$ cat src/rtl/load_store_unit_pkg.sv
// load_store_unit_pkg: access mode codes, FSM state encoding and alignment check shared by the LSU
package load_store_unit_pkg;
    localparam int L_S_MODE_W = 3;
    localparam logic [L_S_MODE_W-1:0] L_S_WORD   = 3'd0;
    localparam logic [L_S_MODE_W-1:0] L_S_HALF   = 3'd1;
    localparam logic [L_S_MODE_W-1:0] L_S_HALF_U = 3'd2;
    localparam logic [L_S_MODE_W-1:0] L_S_BYTE   = 3'd3;
    localparam logic [L_S_MODE_W-1:0] L_S_BYTE_U = 3'd4;
    typedef enum logic [1:0] {S_IDLE, S_BUSY, S_DONE} ls_state_t;
    function automatic logic misaligned(input logic [L_S_MODE_W-1:0] mode, input logic [1:0] lane);
        return ((mode == L_S_HALF || mode == L_S_HALF_U) && lane[0]) || (mode == L_S_WORD && lane != 2'b00);
    endfunction
endpackage

$ cat src/rtl/load_store_unit_ls_format.sv
// ls_format: byte-lane steering for stores and lane extraction/extension for loads
module ls_format
    import load_store_unit_pkg::*;
(
    input  logic [L_S_MODE_W-1:0] mode,
    input  logic [1:0]            lane,
    input  logic [31:0]           wdata,
    input  logic [31:0]           bus_rdata,
    output logic [3:0]            be,
    output logic [31:0]           bus_wdata,
    output logic [31:0]           rdata
);
    logic       is_byte;
    logic       is_half;
    logic [7:0]  b;
    logic [15:0] h;
    // enables, replicated store data and extended load data all derive from mode and lane
    always_comb begin
        is_byte   = mode == L_S_BYTE || mode == L_S_BYTE_U;
        is_half   = mode == L_S_HALF || mode == L_S_HALF_U;
        b         = bus_rdata[{lane, 3'b000} +: 8];
        h         = lane[1] ? bus_rdata[31:16] : bus_rdata[15:0];
        be        = is_byte ? 4'b0001 << lane : is_half ? (lane[1] ? 4'b1100 : 4'b0011) : 4'b1111;
        bus_wdata = is_byte ? {4{wdata[7:0]}} : is_half ? {2{wdata[15:0]}} : wdata;
        rdata     = mode == L_S_BYTE   ? {{24{b[7]}}, b}  :
                    mode == L_S_BYTE_U ? {24'b0, b}       :
                    mode == L_S_HALF   ? {{16{h[15]}}, h} :
                    mode == L_S_HALF_U ? {16'b0, h}       : bus_rdata;
    end
endmodule

$ cat src/rtl/load_store_unit.sv
// load_store_unit: MEM-stage load/store engine issuing one bus access per instruction with pipeline stall
module load_store_unit
    import load_store_unit_pkg::*;
(
    input  logic                  clk,
    input  logic                  rst,
    input  logic                  mem_read_en,
    input  logic                  mem_write_en,
    input  logic [L_S_MODE_W-1:0] l_s_mode,
    input  logic [31:0]           addr,
    input  logic [31:0]           wdata,
    output logic                  stall,
    output logic [31:0]           rdata,
    output logic                  rdata_valid,
    output logic                  addr_err,
    output logic                  bus_req,
    output logic                  bus_we,
    output logic [31:0]           bus_addr,
    output logic [3:0]            bus_be,
    output logic [31:0]           bus_wdata,
    input  logic                  bus_ack,
    input  logic [31:0]           bus_rdata
);
    ls_state_t             state;
    ls_state_t             state_n;
    logic [31:0]           addr_q;
    logic [31:0]           wdata_q;
    logic [L_S_MODE_W-1:0] mode_q;
    logic                  read_q;
    logic                  go;
    logic                  bad;
    logic [3:0]            fmt_be;
    logic [31:0]           fmt_wdata;
    logic [31:0]           fmt_rdata;

    ls_format u_fmt (
        .mode      (mode_q),
        .lane      (addr_q[1:0]),
        .wdata     (wdata_q),
        .bus_rdata (bus_rdata),
        .be        (fmt_be),
        .bus_wdata (fmt_wdata),
        .rdata     (fmt_rdata)
    );

    // next state, stall and bus drive; bus outputs read zero whenever no access is in flight
    always_comb begin
        go          = state == S_IDLE && (mem_read_en || mem_write_en) && !rst;
        bad         = misaligned(l_s_mode, addr[1:0]);
        state_n     = state == S_BUSY ? (bus_ack ? S_DONE : S_BUSY) : (go && !bad) ? S_BUSY : S_IDLE;
        stall       = state == S_BUSY || (go && !bad);
        bus_req     = state == S_BUSY;
        bus_we      = bus_req && !read_q;
        bus_addr    = bus_req ? {addr_q[31:2], 2'b00} : 32'b0;
        bus_be      = bus_req ? fmt_be : 4'b0;
        bus_wdata   = bus_req ? fmt_wdata : 32'b0;
        rdata_valid = state == S_DONE && read_q;
    end

    // state, request latch, error pulse and load result capture
    always_ff @(posedge clk) begin
        if (rst) begin
            state    <= S_IDLE;
            addr_q   <= '0;
            wdata_q  <= '0;
            mode_q   <= '0;
            read_q   <= 1'b0;
            rdata    <= '0;
            addr_err <= 1'b0;
        end else begin
            state    <= state_n;
            addr_err <= go && bad;
            if (go && !bad) begin
                addr_q  <= addr;
                wdata_q <= wdata;
                mode_q  <= l_s_mode;
                read_q  <= mem_read_en;
            end
            if (state == S_BUSY && bus_ack && read_q)
                rdata <= fmt_rdata;
        end
    end
endmodule

$ cat config.mk
export PLATFORM = sky130hd
export DESIGN_NAME = load_store_unit
export DESIGN_NICKNAME = d
export VERILOG_FILES = /design/src/rtl/load_store_unit_pkg.sv /design/src/rtl/load_store_unit_ls_format.sv /design/src/rtl/load_store_unit.sv
export SDC_FILE = /design/constraint.sdc
export NUM_CORES = 1
export LEC_CHECK = 0
export BUFFER_PORTS_ARGS = -buffer_cell sky130_fd_sc_hd__buf_2
export CORE_ASPECT_RATIO = 0.5
export CORE_MARGIN = 2
export CORE_UTILIZATION = 51
export DETAILED_ROUTE_END_ITERATION = 8
export PLACE_DENSITY = 0.79
export SLEW_MARGIN = 20
export SYNTH_ARGS = -nofsm -noshare
export SYNTH_HDL_FRONTEND = slang
export SYNTH_SLANG_ARGS = --single-unit
$ cat constraint.sdc
create_clock -name clk -period 2.2 [get_ports clk]
set_input_delay 0 -clock clk [delete_from_list [all_inputs] [get_ports clk]]
set_output_delay 0 -clock clk [all_outputs]
set_load 0.05 [all_outputs]
[After elaboration in Yosys (flattened, before gate mapping)]
Cells that the tools add are included.
Storage, ports and cells
  output and inout port bits: 105
  logic and storage cells: 55
  bits in registers: 103
  input bits: 104
Operators by class
  shifts and indexed selects: 2
  muxes and demuxes: 16
  equality and inequality tests: 8
  reductions and logical operators: 22
Operators with widths (count)
  32-bit 2-to-1 mux: 8
  32-bit by 6-bit indexed part select with 8-bit output: 1
  16-bit 2-to-1 mux: 1
  4-bit 2-to-1 mux: 4
  1-bit logical AND: 10
  3-bit by 2-bit == test with 1-bit output (second input constant): 3
  3-bit by 1-bit == test with 1-bit output (second input constant): 2
  1-bit logical OR: 6
  2-bit 2-to-1 mux: 2
  1-bit by 2-bit << shifter with 4-bit output (first input constant): 1
  3-bit == test (second input constant): 1
  1-bit logical NOT: 3
  3-bit logical NOT: 1
  2-bit by 1-bit == test with 1-bit output (second input constant): 1
  2-bit == test (second input constant): 1
  2-bit logical NOT: 1
  2-bit nonzero test: 1
  1-bit 2-to-1 mux: 1

[Depth between registers and ports, before layout]
Gate-level depths: netlist of the first run.
  depth after elaboration: 8
  depth in mapped cells: 8
  gate-level depth less buffers: 6

[By module]
A second synthesis of the first run with hierarchy kept.
Second synthesis, totals
  cells, all modules: 763
  area, all modules: 6008.3 µm²
By module, submodules not included
  load_store_unit: seq. area each 2062.0 µm², times used 1, cells an instance 547, area an instance 4270.3 µm²
  ls_format: seq. area each 0.0 µm², times used 1, cells an instance 216, area an instance 1737.9 µm²

[Worst setup path before layout of the first run]
OpenSTA, ideal clock, no wires.
  kind: register to output
  from: reg mode_q[0]
  to: out bus_wdata[29]
  data required time: 2.200 ns
  setup slack: 0.187 ns
  cell stages (with the launch flop): 6
  arrival time: 2.013 ns
  cells stage by stage: dfxtp_1 -> nor2_1 -> xnor2_1 -> buf_2 -> o221ai_1 -> a21oi_1
Between the ends
  word-level cells in the longest chain between the ends: 5
Ends and longest elaborated chain
  start, declared: RTL line load_store_unit.sv:28  | logic [L_S_MODE_W-1:0] mode_q;
  start signal, assigned: RTL line load_store_unit.sv:76  | mode_q <= l_s_mode;
  3-bit by 1-bit == test with 1-bit output or 3-bit by 2-bit == test with 1-bit output (tied branches): RTL line load_store_unit_ls_format.sv:20  | is_half = mode == L_S_HALF || mode == L_S_HALF_U;
  1-bit logical OR: RTL line load_store_unit_ls_format.sv:20
  32-bit 2-to-1 mux: RTL line load_store_unit_ls_format.sv:24  | bus_wdata = is_byte ? {4{wdata[7:0]}} : is_half ? {2{wdata[15:0]}} : wdata;
  32-bit 2-to-1 mux (*): RTL line load_store_unit_ls_format.sv:24
  32-bit 2-to-1 mux (*): RTL line load_store_unit.sv:56  | bus_wdata = bus_req ? fmt_wdata : 32'b0;
  end, declared: RTL line load_store_unit.sv:20  | output logic [31:0] bus_wdata,
Mark *: on every way between the ends. The rest lies on a longest branch, timed or not.

[Final worst setup path of the first run]
  from: in addr[1]
  to: out stall
Between the ends
  word-level cells in the longest chain between the ends: 6
Ends and longest elaborated chain
  start, declared: RTL line load_store_unit.sv:10  | input logic [31:0] addr,
  2-bit nonzero test: RTL line load_store_unit_pkg.sv:11  | return ((mode == L_S_HALF || mode == L_S_HALF_U) && lane[0]) || (mode == L_S_WORD && lane != 2'b00);
  1-bit logical AND: RTL line load_store_unit_pkg.sv:11
  1-bit logical OR: RTL line load_store_unit_pkg.sv:11
  1-bit logical NOT: RTL line load_store_unit.sv:51  | stall = state == S_BUSY || (go && !bad);
  1-bit logical AND: RTL line load_store_unit.sv:51
  1-bit logical OR: RTL line load_store_unit.sv:51
  end, declared: RTL line load_store_unit.sv:12  | output logic stall,
Every way passes these cells.

==> metrics.md, run 1 <==
| Metric | Value |
|---|---|
| Status | `finished, final reports clean` |
| Number of diodes | `0` |
| Tightest Hold Check Type | `input port to flip-flop` |
| Total global-route track usage | `33.0%` |
| Top post-synthesis cells by area | `dfxtp_1, a21oi_1, o21ai_0` |
| Switching pwr | `around 1.6 mW` |
| Dpl cell area | `~0.007 sq mm` |
| Clk_skew | `0.00873 ns` |
| Via/cell ratio | `roughly 6` |
| Crit path buffers/inverters | `3` |
| M3 GR Usage | `approximately 6%` |
| Startpoint types | `input port` |
| Post-placement cell count | `between 1000 and 1500` |
| Inserted Clock Buffers | `9` |
| Critical path data arrival time | `2.17 ns` |
| Layout cells sized above 1 | `28.4%` |
| Vias in the first global route | `~7000` |
| Final Hold Vio Count | `0` |
| CTS tree | `done` |
| Routed WL per cell | `18.1 um` |
| Worst Tran Pin Value | `approximately 1.1 ns` |
| YS warnings | `0` |
| CP required | `approximately 2.2 ns` |
| Synth Register Bits | `slightly above 100` |
| Crit path cell chain | `dlygate4sd3_1 -> buf_2 -> nor2b_1 -> o21bai_1 -> a21o_4 -> nand2_1 -> nand2_1 -> buf_2` |
| Initial Utilization | `a little over half` |
| Routed Antenna Nets | `0` |
| Area fraction of the dominant cell type after synthesis | `34.5%` |
| Commonest non-fill, non-tap cell in the layout | `buf_2` |
| # fillers | `slightly below 900` |
| Worst Setup Path Type | `input port to output pin` |
| CP peak stage delay | `0.55 ns` |
| Worst path slowest cell | `dlygate4sd3_1` |
| Place WS | `0.252 ns` |
| Yosys cell types | `54` |
| # rows | `27` |
| Post-synthesis cell area | `roughly 0.006 sq mm` |
| Ys async rst share | `0%` |
| # nets final | `1137` |
| Die area | `0.0127 sq mm` |
| H-tree depth | `3` |
| Leading cell types in the layout, fill and taps excluded | `buf_2, a21oi_1, dfxtp_1` |
| Sequential cell fraction of total power | `a little over two fifths` |
| Post-Syn Instances | `800` |
| Crit-path max FO | `24` |
| First-pass GRT wire length | `about 34 mm` |
| Register area share after synthesis | `about 34%` |
| Io pins | `approximately 210` |
| Max Slew Vio Count | `0` |
| CTS max path bufs | `2` |
| Int Pwr | `between 3 and 4 mW` |
| Drt drc | `0` |
| Final wirelength | `21.7 mm` |
| Final Non-Filler Cells | `roughly 1200` |
| Via count | `roughly 7300` |
| Mean Syn Cell Area | `7.48 sq um` |
| Clk pwr share | `between 30% and 40%` |
| Clk_lat worst skew | `between 0.3 and 0.4 ns` |
| Core area | `~0.011 sq mm` |
| PD cells | `just under 600 mW/mm^2` |
| Main synth FF type | `dfxtp_1` |
| Final worst slack | `0.0325 ns` |
| Synth area leader | `dfxtp_1` |
| Clock transition at the registers of the reported paths | `~0.070 ns` |
| Fin crit period | `between 2 and 2.5 ns` |
| Fmax | `roughly 460 MHz` |
| Static Leakage | `3.39 nW` |
| CP endpoint kind | `output pin` |
| Combinational group share of total power | `24.7%` |
| CTS Sinks | `just over 100` |
| Post-DP HPWL | `12.6 mm` |
| Largest net degree at the start of global routing | `around 100` |
| Tot Pwr | `between 4 and 5 mW` |
| Max VDD drop | `between 0.0003 and 0.0004 V` |
| Die width | `approximately 160 um` |
| Met2 Track Usage GR | `between 50% and 60%` |
| Post-route design area | `approximately 0.0081 sq mm` |
| Gr busiest metal | `met2` |
| Sw frac | `33.4%` |
| Routability cong. | `between 0.8 and 0.9` |
| Slew headroom | `between 20% and 30%` |
| 1st-iter DRT viols | `approximately 760` |
| Grt total ovfl | `0` |
| Setup repair after global routing missed its margin | `yes` |
| Number of buffers inserted by port buffering | `approximately 210` |
| Total iterations of the first detailed-routing run | `5` |
| Die Y | `roughly 81 um` |
| Max-cap violations | `0` |
| Final period util | `between 90% and 100%` |
| Area growth from synthesis to layout | `36.0%` |
| Fin Hold WS | `0.0546 ns` |
| Root buf cell | `clkbuf_16` |
| CP delay by family, top | `buffers and inverters` |
| Initial antenna violation count | `0` |
| Met1 usage | `a little over two fifths` |
| Number of synthesized flops with an enable pin | `0` |
| # setup viols final | `0` |
-- per-layer routing --
| metal | vias to the layer above | wire length (um) |
|---|---|---|
| met5 | - | 0 |
| met4 | 0 | 760 |
| met1 | 3441 | 8960 |
| li1 | 3327 | - |
| met2 | 463 | 10200 |
| met3 | 101 | 1780 |
-- final cells by class --
type                       count  area, sq um  share of cell area (%)
multi-input combinational    597         3500                    43.0
inverter                      14         56.3                   0.692
sequential                   103         2060                    25.4
tap                          159          199                    2.45
clock inverter                 6         53.8                   0.661
clock buffer                  10          229                    2.81
timing repair buffer         308         2030                    25.0
-- logic make-up (layout without fill, tap and decap cells) --
kind of cell / after synthesis / count (layout) / synth area share, %
AND/OR/NAND/NOR: 250 / 250 / 20.9
multiplexers: 25 / 25 / 4.71
other: 1 / 2 / 0.0627
flip-flops: 103 / 103 / 34.5
buffers and inverters: 102 / 338 / 7.89
AO/OA/AOI/OAI: 309 / 310 / 30.3
XOR/XNOR: 2 / 2 / 0.293
adder cells (fa/ha/maj): 8 / 8 / 1.34
-- state kept, by name, indices dropped and copies added, names as in the netlist --
name,count
addr_err,1
addr_q,32
mode_q,3
rdata,32
read_q,1
state,2
wdata_q,32
-- cell usage after synthesis (all sizes together), types with 8 or more instances --
cell and count:
a21oi 114, o21ai 105, dfxtp 103, nand3 68, nor2 66, clkbuf 58, nand2 40, and2 39
buf 30, a22oi 17, nor3 16, mux2 15, o31a 15, o211ai 14, inv 12, nand2b 12
mux2i 9, o221ai 9, a211oi 8, maj3 8, o22ai 8
-- final timing paths --
path                 from          end  slack (ns)  cells after the start
max reg2reg      state[1]  wdata_q[20]        0.14                      4
max               addr[1]        stall        0.03                      8
min reg2reg    addr_q[20]   addr_q[20]        0.47                      2
min          bus_rdata[6]     rdata[6]        0.05                      5
-- power groups by stage --
stage	Sequential [mW]	Combinational (mW)	Clock [mW]
floorplan	2.04	0.696	0
global placement	2.05	0.987	0
detailed placement	2.05	1.00	0
CTS	2.01	1.11	1.58
global route	2.03	1.26	1.67
finish	2.02	1.18	1.57
-- worst min-delay path, cell delays in order --
cell      delay, ns
buf_2          0.10
nand2_1        0.05
o211ai_1       0.07
a22oi_1        0.07
nor2_1         0.08
-- metrics by stage --
stage | util, % | TNS [ns]
2_1_floorplan | - | 0
3_3_place_gp | 62.9 | 0
3_5_place_dp | 62.9 | 0
4_1_cts | 71.9 | 0
5_1_grt | 72.5 | -0.0158
6_report | 72.5 | 0
-- repair_timing --
action / CTS / global route
pin swaps: 1 / 0
endpoints found under the setup margin: 8 / 59
cloned: 0 / 1
hold buffers: 69 / 0
resized for setup: 0 / 10
buffers inserted: 3 / 4
endpoints found under the hold margin: 70 / 0
Power figures use the tool's default switching activity.
==> inputs of run 2 (changes only) <==
--- a/config.mk
+++ b/config.mk
@@ -5,10 +5,11 @@
 export SDC_FILE = /design/constraint.sdc
 export NUM_CORES = 1
 export LEC_CHECK = 0
+export ABC_AREA = 1
 export BUFFER_PORTS_ARGS = -buffer_cell sky130_fd_sc_hd__buf_2
 export CORE_ASPECT_RATIO = 0.5
 export CORE_MARGIN = 2
-export CORE_UTILIZATION = 51
+export CORE_UTILIZATION = 49
 export DETAILED_ROUTE_END_ITERATION = 8
 export PLACE_DENSITY = 0.79
 export SLEW_MARGIN = 20
==> run 2 against run 1 <==
  * Clock power shrank 4%
  * Largest cell class unchanged
  * Sequential power increased by 3%
  * Synthesized cell count grew 2.8%
==> metrics.md, run 2 <==
| Metric | Value |
|---|---|
| Crit-path max FO | `27` |
| Io pins | `209` |
| Startpoint types | `flip-flop` |
| Routed Antenna Nets | `0` |
| Post-DP HPWL | `between 10 and 15 mm` |
| Worst Tran Pin Value | `~0.68 ns` |
| Die area | `about 0.012 sq mm` |
| Post-route design area | `approximately 0.0073 sq mm` |
| M3 GR Usage | `5.36%` |
| Most frequent cells after synthesis | `nor2_1, nand2_1, dfxtp_1, o21ai_0, inv_1` |
| Area growth from synthesis to layout | `39.7%` |
| Post-Syn Instances | `slightly above 800` |
| CTS max path bufs | `2` |
| Clk pwr share | `approximately 30%` |
| Int Pwr | `around 3.3 mW` |
| Initial Utilization | `50.8%` |
| Yosys cell types | `27` |
| Ys async rst share | `0%` |
| Die Y | `between 70 and 80 um` |
| Final Hold Vio Count | `0` |
| Critical path data arrival time | `just over 2 ns` |
| R2R Setup Slk | `between 0.3 and 0.4 ns` |
| CP required | `between 2 and 2.5 ns` |
| # rows | `26` |
| Dpl cell area | `between 0.006 and 0.007 sq mm` |
| Max Slew Vio Count | `0` |
| R2r endpoint | `rdata[9]` |
| Grt total ovfl | `0` |
| Via/cell ratio | `5.13` |
| YS warnings | `0` |
| Largest regs | `addr_q (32), rdata (32), wdata_q (32)` |
| Register area share after synthesis | `roughly two fifths` |
| Worst reg2reg path depth | `7` |
| Main synth FF type | `dfxtp_1` |
| Core area | `0.0103 sq mm` |
| # setup viols final | `0` |
| PD cells | `684 mW/mm^2` |
| CTS tree | `done` |
| Met1 usage | `a little over a third` |
| Mean Syn Cell Area | `about 6.4 sq um` |
| Area fraction of the dominant cell type after synthesis | `approximately two fifths` |
| Count leader, synth | `nor2_1` |
| Vias in the first global route | `5787` |
| Clock transition at the registers of the reported paths | `around 0.07 ns` |
| Root buf cell | `clkbuf_16` |
| Setup repair after global routing missed its margin | `no` |
| Total iterations of the first detailed-routing run | `5` |
| Via count | `6251` |
| Synth Register Bits | `between 100 and 150` |
| Layout cells sized above 1 | `a little under a quarter` |
| Gr busiest metal | `met2` |
| Initial antenna violation count | `0` |
| Inserted Clock Buffers | `9` |
| Top post-synthesis cells by area | `dfxtp_1, nor2_1, nand2_1` |
| Layout Utilization | `a little under three quarters` |
| Largest net degree at the start of global routing | `70` |
| Reg-to-reg startpoint | `state[0]` |
| Sw frac | `about a third` |
| # nets final | `between 1000 and 1500` |
| Routability cong. | `between 0.8 and 0.9` |
| First-pass GRT wire length | `between 20 and 30 mm` |
| Met2 Track Usage GR | `roughly 48%` |
| Max-cap violations | `0` |
| Max VDD drop | `between 0.0004 and 0.0005 V` |
| Synth area leader | `dfxtp_1` |
| Final period util | `around 93%` |
| Post-synthesis cell area | `roughly 0.0052 sq mm` |
| Slew headroom | `about 55%` |
| Fmax | `between 400 and 500 MHz` |
| Fin crit period | `2.04 ns` |
| H-tree depth | `3` |
| Final wirelength | `16.9 mm` |
| Tot Pwr | `about 5.0 mW` |
| 1st-iter DRT viols | `between 500 and 600` |
| Clk_lat worst skew | `about 0.35 ns` |
| Total global-route track usage | `between 20% and 30%` |
| Setup_tns | `0 ns` |
| Crit path from | `mode_q[1]` |
| Commonest non-fill, non-tap cell in the layout | `buf_2` |
| Drt drc | `0` |
| Status | `finished, final reports clean` |
| Leading cell types in the layout, fill and taps excluded | `buf_2, nor2_1, nand2_1` |
| Number of buffers inserted by port buffering | `206` |
| Clk_skew | `between 0.008 and 0.009 ns` |
| Routed WL per cell | `around 14 um` |
| Number of synthesized flops with an enable pin | `0` |
| Worst Setup Path Type | `flip-flop to output pin` |
| Last element of the critical path | `bus_wdata[31]` |
| Die width | `150 um` |
| Tightest Hold Check Type | `input port to flip-flop` |
| Static Leakage | `3.67 nW` |
| # fillers | `between 800 and 900` |
| Sequential cell fraction of total power | `41.6%` |
| Combinational group share of total power | `around 28%` |
| Number of diodes | `0` |
| CTS Sinks | `103` |
| Switching pwr | `~1.7 mW` |
| CP endpoint kind | `output pin` |
-- run 2: cell types whose count changed after synthesis, moves of 14 or more --
cell	before	now
and2_1	39	0
inv_1	10	71
mux2_2	15	0
a22oi_1	17	0
a21oi_1	113	69
o211ai_1	14	0
nand2_1	39	162
nand3_1	67	23
nor2_1	64	200
clkbuf_1	57	21
-- run 2: stage by stage --
stage               std cells  hold slack [ns]  worst slack (ns)
global placement         1126            0.239             0.471
CTS                      1213        0.0000120            0.0394
detailed placement       1126            0.250             0.411
global route             1218           0.0109            0.0500
floorplan                 823            0.145            0.0811
finish                   1218          0.00784             0.165
-- run 2: timing repair --
action | in CTS | in global routing
gates resized for setup | 0 | 3
setup endpoints to repair | 0 | 9
setup buffers | 0 | 5
hold buffers | 73 | 0
endpoints found under the hold margin | 73 | 0
-- run 2: layer usage --
| metal | vias to the layer above | share of wire, % |
|---|---|---|
| li1 | 3082 | - |
| met3 | 59 | 8.0 |
| met5 | - | 0 |
| met1 | 2807 | 42 |
| met4 | 0 | 3.3 |
| met2 | 303 | 46 |
-- run 2: worst min path at each step --
stage               slack, ns     endpoint     startpoint  cells past startpoint
floorplan                0.14     addr_err            rst                      3
finish                  0.008    rdata[12]  bus_rdata[12]                      3
global route             0.01    mode_q[2]            rst                      2
global placement         0.24  wdata_q[29]      wdata[29]                      3
detailed placement       0.25    addr_q[3]        addr[3]                      3
CTS                   0.00001    rdata[12]  bus_rdata[12]                      3
-- run 2: layout make-up --
class / count / area, sq um / share of cell area, %
multi-input cells: 588 / 2590 / 35.4
flip-flops and latches: 103 / 2060 / 28.2
repair buffers: 296 / 1930 / 26.3
inverters: 77 / 289 / 3.95
clock buffers: 11 / 253 / 3.45
well taps: 140 / 175 / 2.39
clock inverters: 3 / 20.0 / 0.273
-- run 2: kinds of logic after synthesis --
| kind of cell | count (synthesis) | synth area share [%] |
|---|---|---|
| DFF | 103 | 39.3 |
| AOI/OAI and AO/OA | 187 | 18.3 |
| other | 1 | 0.0715 |
| buffers and inverters | 132 | 11.5 |
| and+or+nand+nor | 399 | 30.8 |
-- run 2: critical path: stages, from the launching register on --
cell      delay (ns)
dfxtp_1         0.43
inv_2           0.05
nand3_2         0.13
nand2_8         0.16
nor2_8          0.20
inv_2           0.15
nand2_1         0.10
o21ai_0         0.08
a21oi_1         0.14
clkbuf_4        0.25
-- run 2: power groups by stage --
stage	Sequential (mW)	Combinational, mW	Clock (mW)
6_report	2.08	1.42	1.50
5_1_grt	2.10	1.55	1.60
4_1_cts	2.08	1.38	1.52
3_5_place_dp	2.12	1.28	0
3_3_place_gp	2.12	1.26	0
2_1_floorplan	2.14	0.942	0
==> inputs of run 3 (changes only) <==
--- a/config.mk
+++ b/config.mk
@@ -9,9 +9,9 @@
 export BUFFER_PORTS_ARGS = -buffer_cell sky130_fd_sc_hd__buf_2
 export CORE_ASPECT_RATIO = 0.5
 export CORE_MARGIN = 2
-export CORE_UTILIZATION = 49
+export CORE_UTILIZATION = 53
 export DETAILED_ROUTE_END_ITERATION = 8
-export PLACE_DENSITY = 0.79
+export PLACE_DENSITY = 0.84
 export SLEW_MARGIN = 20
 export SYNTH_ARGS = -nofsm -noshare
 export SYNTH_HDL_FRONTEND = slang
==> constraint.sdc (replaced) <==
create_clock -name clk -period 2.5 [get_ports clk]
set_input_delay 0 -clock clk [delete_from_list [all_inputs] [get_ports clk]]
set_output_delay 0 -clock clk [all_outputs]
set_load 0.05 [all_outputs]
==> run 3 against run 2 <==
  * Total power decreased by 7.6%
  * Register-to-register slack improved by 0.24 ns
  * Sequential share of layout area rose by 0.067 points
  * Hold slack gained 0.0068 ns
  * Global-route usage rose by 3.6 points
  * Flip-flop and latch count stayed put
  * First-iteration DRC count increased by 13%
  * Final area fell by 0.24%
  * Critical path type unchanged
  * Utilization increased by 5.6 points
  * Non-clock buffer count down 8
==> metrics.md, run 3 (synthesis results as in run 2) <==
| Metric | Value |
|---|---|
| # rows | `25` |
| Clk_skew | `0.00404 ns` |
| Min-Delay Endpoint | `state[1]` |
| Final period util | `about nine tenths` |
| # nets final | `1171` |
| CTS Sinks | `just over 100` |
| Max Slew Vio Count | `0` |
| CTS max path bufs | `2` |
| Tightest Hold Check Type | `input port to flip-flop` |
| CP required | `approximately 2.5 ns` |
| Post-DP HPWL | `10.7 mm` |
| Routed Antenna Nets | `0` |
| Initial Utilization | `a little over half` |
| Via count | `6443` |
| Max-cap violations | `0` |
| Final Hold Vio Count | `0` |
| Status | `finished, final reports clean` |
| Total iterations of the first detailed-routing run | `5` |
| Number of diodes | `0` |
| Slew headroom | `between 50% and 60%` |
| Initial antenna violation count | `0` |
| Startpoint types | `flip-flop` |
| R2r endpoint | `rdata[18]` |
| Layout cells sized above 1 | `23.5%` |
| Die area | `0.0107 sq mm` |
| Routed WL per cell | `~14 um` |
| Max VDD drop | `roughly 0.00041 V` |
| Largest regs | `addr_q (32), rdata (32), wdata_q (32)` |
| Number of buffers inserted by port buffering | `roughly 200` |
| Critical path data arrival time | `2.29 ns` |
| Final Non-Filler Cells | `1207` |
| Core area | `~0.0095 sq mm` |
| Post-route design area | `0.00731 sq mm` |
| Grt total ovfl | `0` |
| Largest net degree at the start of global routing | `70` |
| Setup_tns | `0 ns` |
| Reg-to-reg startpoint | `mode_q[0]` |
| Hold depth | `2` |
| Vias in the first global route | `around 5900` |
| Routability cong. | `between 0.9 and 1` |
| Inserted Clock Buffers | `9` |
| Setup repair after global routing missed its margin | `no` |
| R2R Setup Slk | `0.62 ns` |
| Hold Startpoint | `rst` |
| Fin Hold WS | `between 0.01 and 0.015 ns` |
| Worst reg2reg path depth | `7` |
| # setup viols final | `0` |
| CTS tree | `done` |
| CP endpoint kind | `output pin` |
| Io pins | `209` |
| Final wirelength | `between 15 and 20 mm` |
| First-pass GRT wire length | `approximately 27 mm` |
| Root buf cell | `clkbuf_16` |
| Dpl cell area | `slightly above 0.006 sq mm` |
| Total global-route track usage | `a little under a third` |
| 1st-iter DRT viols | `between 500 and 600` |
| Clk_lat worst skew | `0.35 ns` |
| Worst Setup Path Type | `flip-flop to output pin` |
| PD cells | `between 600 and 700 mW/mm^2` |
| Leading cell types in the layout, fill and taps excluded | `buf_2, nor2_1, nand2_1` |
| Area growth from synthesis to layout | `39.4%` |
| Fmax | `437 MHz` |
| Post-placement cell count | `approximately 1100` |
| Clock transition at the registers of the reported paths | `~0.070 ns` |
| Fin crit period | `2.29 ns` |
| Drt drc | `0` |
| Worst Tran Pin Value | `between 0.6 and 0.7 ns` |
| Static Leakage | `3.66 nW` |
| Tot Pwr | `4.63 mW` |
| Die Y | `between 70 and 80 um` |
| H-tree depth | `3` |
| Post-CTS Setup Bufs | `0` |
| Crit-path max FO | `18` |
| Via/cell ratio | `roughly 5.3` |
| Commonest non-fill, non-tap cell in the layout | `buf_2` |
| Die width | `between 100 and 150 um` |
## run 3: layer usage
metal	track usage (%)	routed length [um]	vias up	share of wire, %
li1	-	-	3072	-
met1	38.7	6590	2901	38
met2	55.1	8390	402	49
met3	7.28	1670	68	9.7
met4	14.7	600	0	3.5
met5	0	0	-	0
## run 3: where the power goes
part / switching [mW] / internal (mW) / leakage, nW
combinational: 0.840 / 0.404 / 2.66
sequential: 0.0783 / 1.76 / 0.844
clock: 0.639 / 0.910 / 0.155
total: 1.56 / 3.07 / 3.66
## run 3: final cells by class
type / instances / area (sq um)
well taps: 135 / 169
clock buffers: 10 / 239
multi-input cells: 588 / 2600
fillers: 709 / 2230
flip-flops and latches: 103 / 2060
repair buffers: 288 / 1850
inverters: 77 / 289
clock inverters: 6 / 92.6
## run 3: worst max-delay path, cell delays in order, from the launching register on
cell     delay [ns]
dfxtp_1        0.46
nand3_1        0.16
nand2_2        0.38
nor2_8         0.11
inv_2          0.23
o21ai_0        0.14
a21oi_1        0.18
buf_2          0.29
## run 3: per-stage QoR
step           util, %  setup WS (ns)
2_1_floorplan        -          0.381
3_3_place_gp      65.3          0.587
3_5_place_dp      65.3          0.514
6_report          76.6          0.213
5_1_grt           76.6         0.0583
4_1_cts           76.4          0.131
## run 3: repair_timing
item / 4_1_cts / 5_1_grt
hold buffers: 72 / 0
setup endpoints to repair: 0 / 9
endpoints found under the hold margin: 73 / 0
resized for setup: 0 / 3
## run 3: how the worst max path moves through the flow
stage,from,slack (ns),endpoint,depth (start not counted)
2_1_floorplan,state[0],0.38,bus_wdata[16],5
3_3_place_gp,mode_q[1],0.59,bus_wdata[31],9
3_5_place_dp,mode_q[0],0.51,bus_wdata[19],7
4_1_cts,mode_q[0],0.13,bus_wdata[19],7
5_1_grt,mode_q[0],0.06,bus_wdata[31],9
6_report,mode_q[1],0.21,bus_wdata[17],7
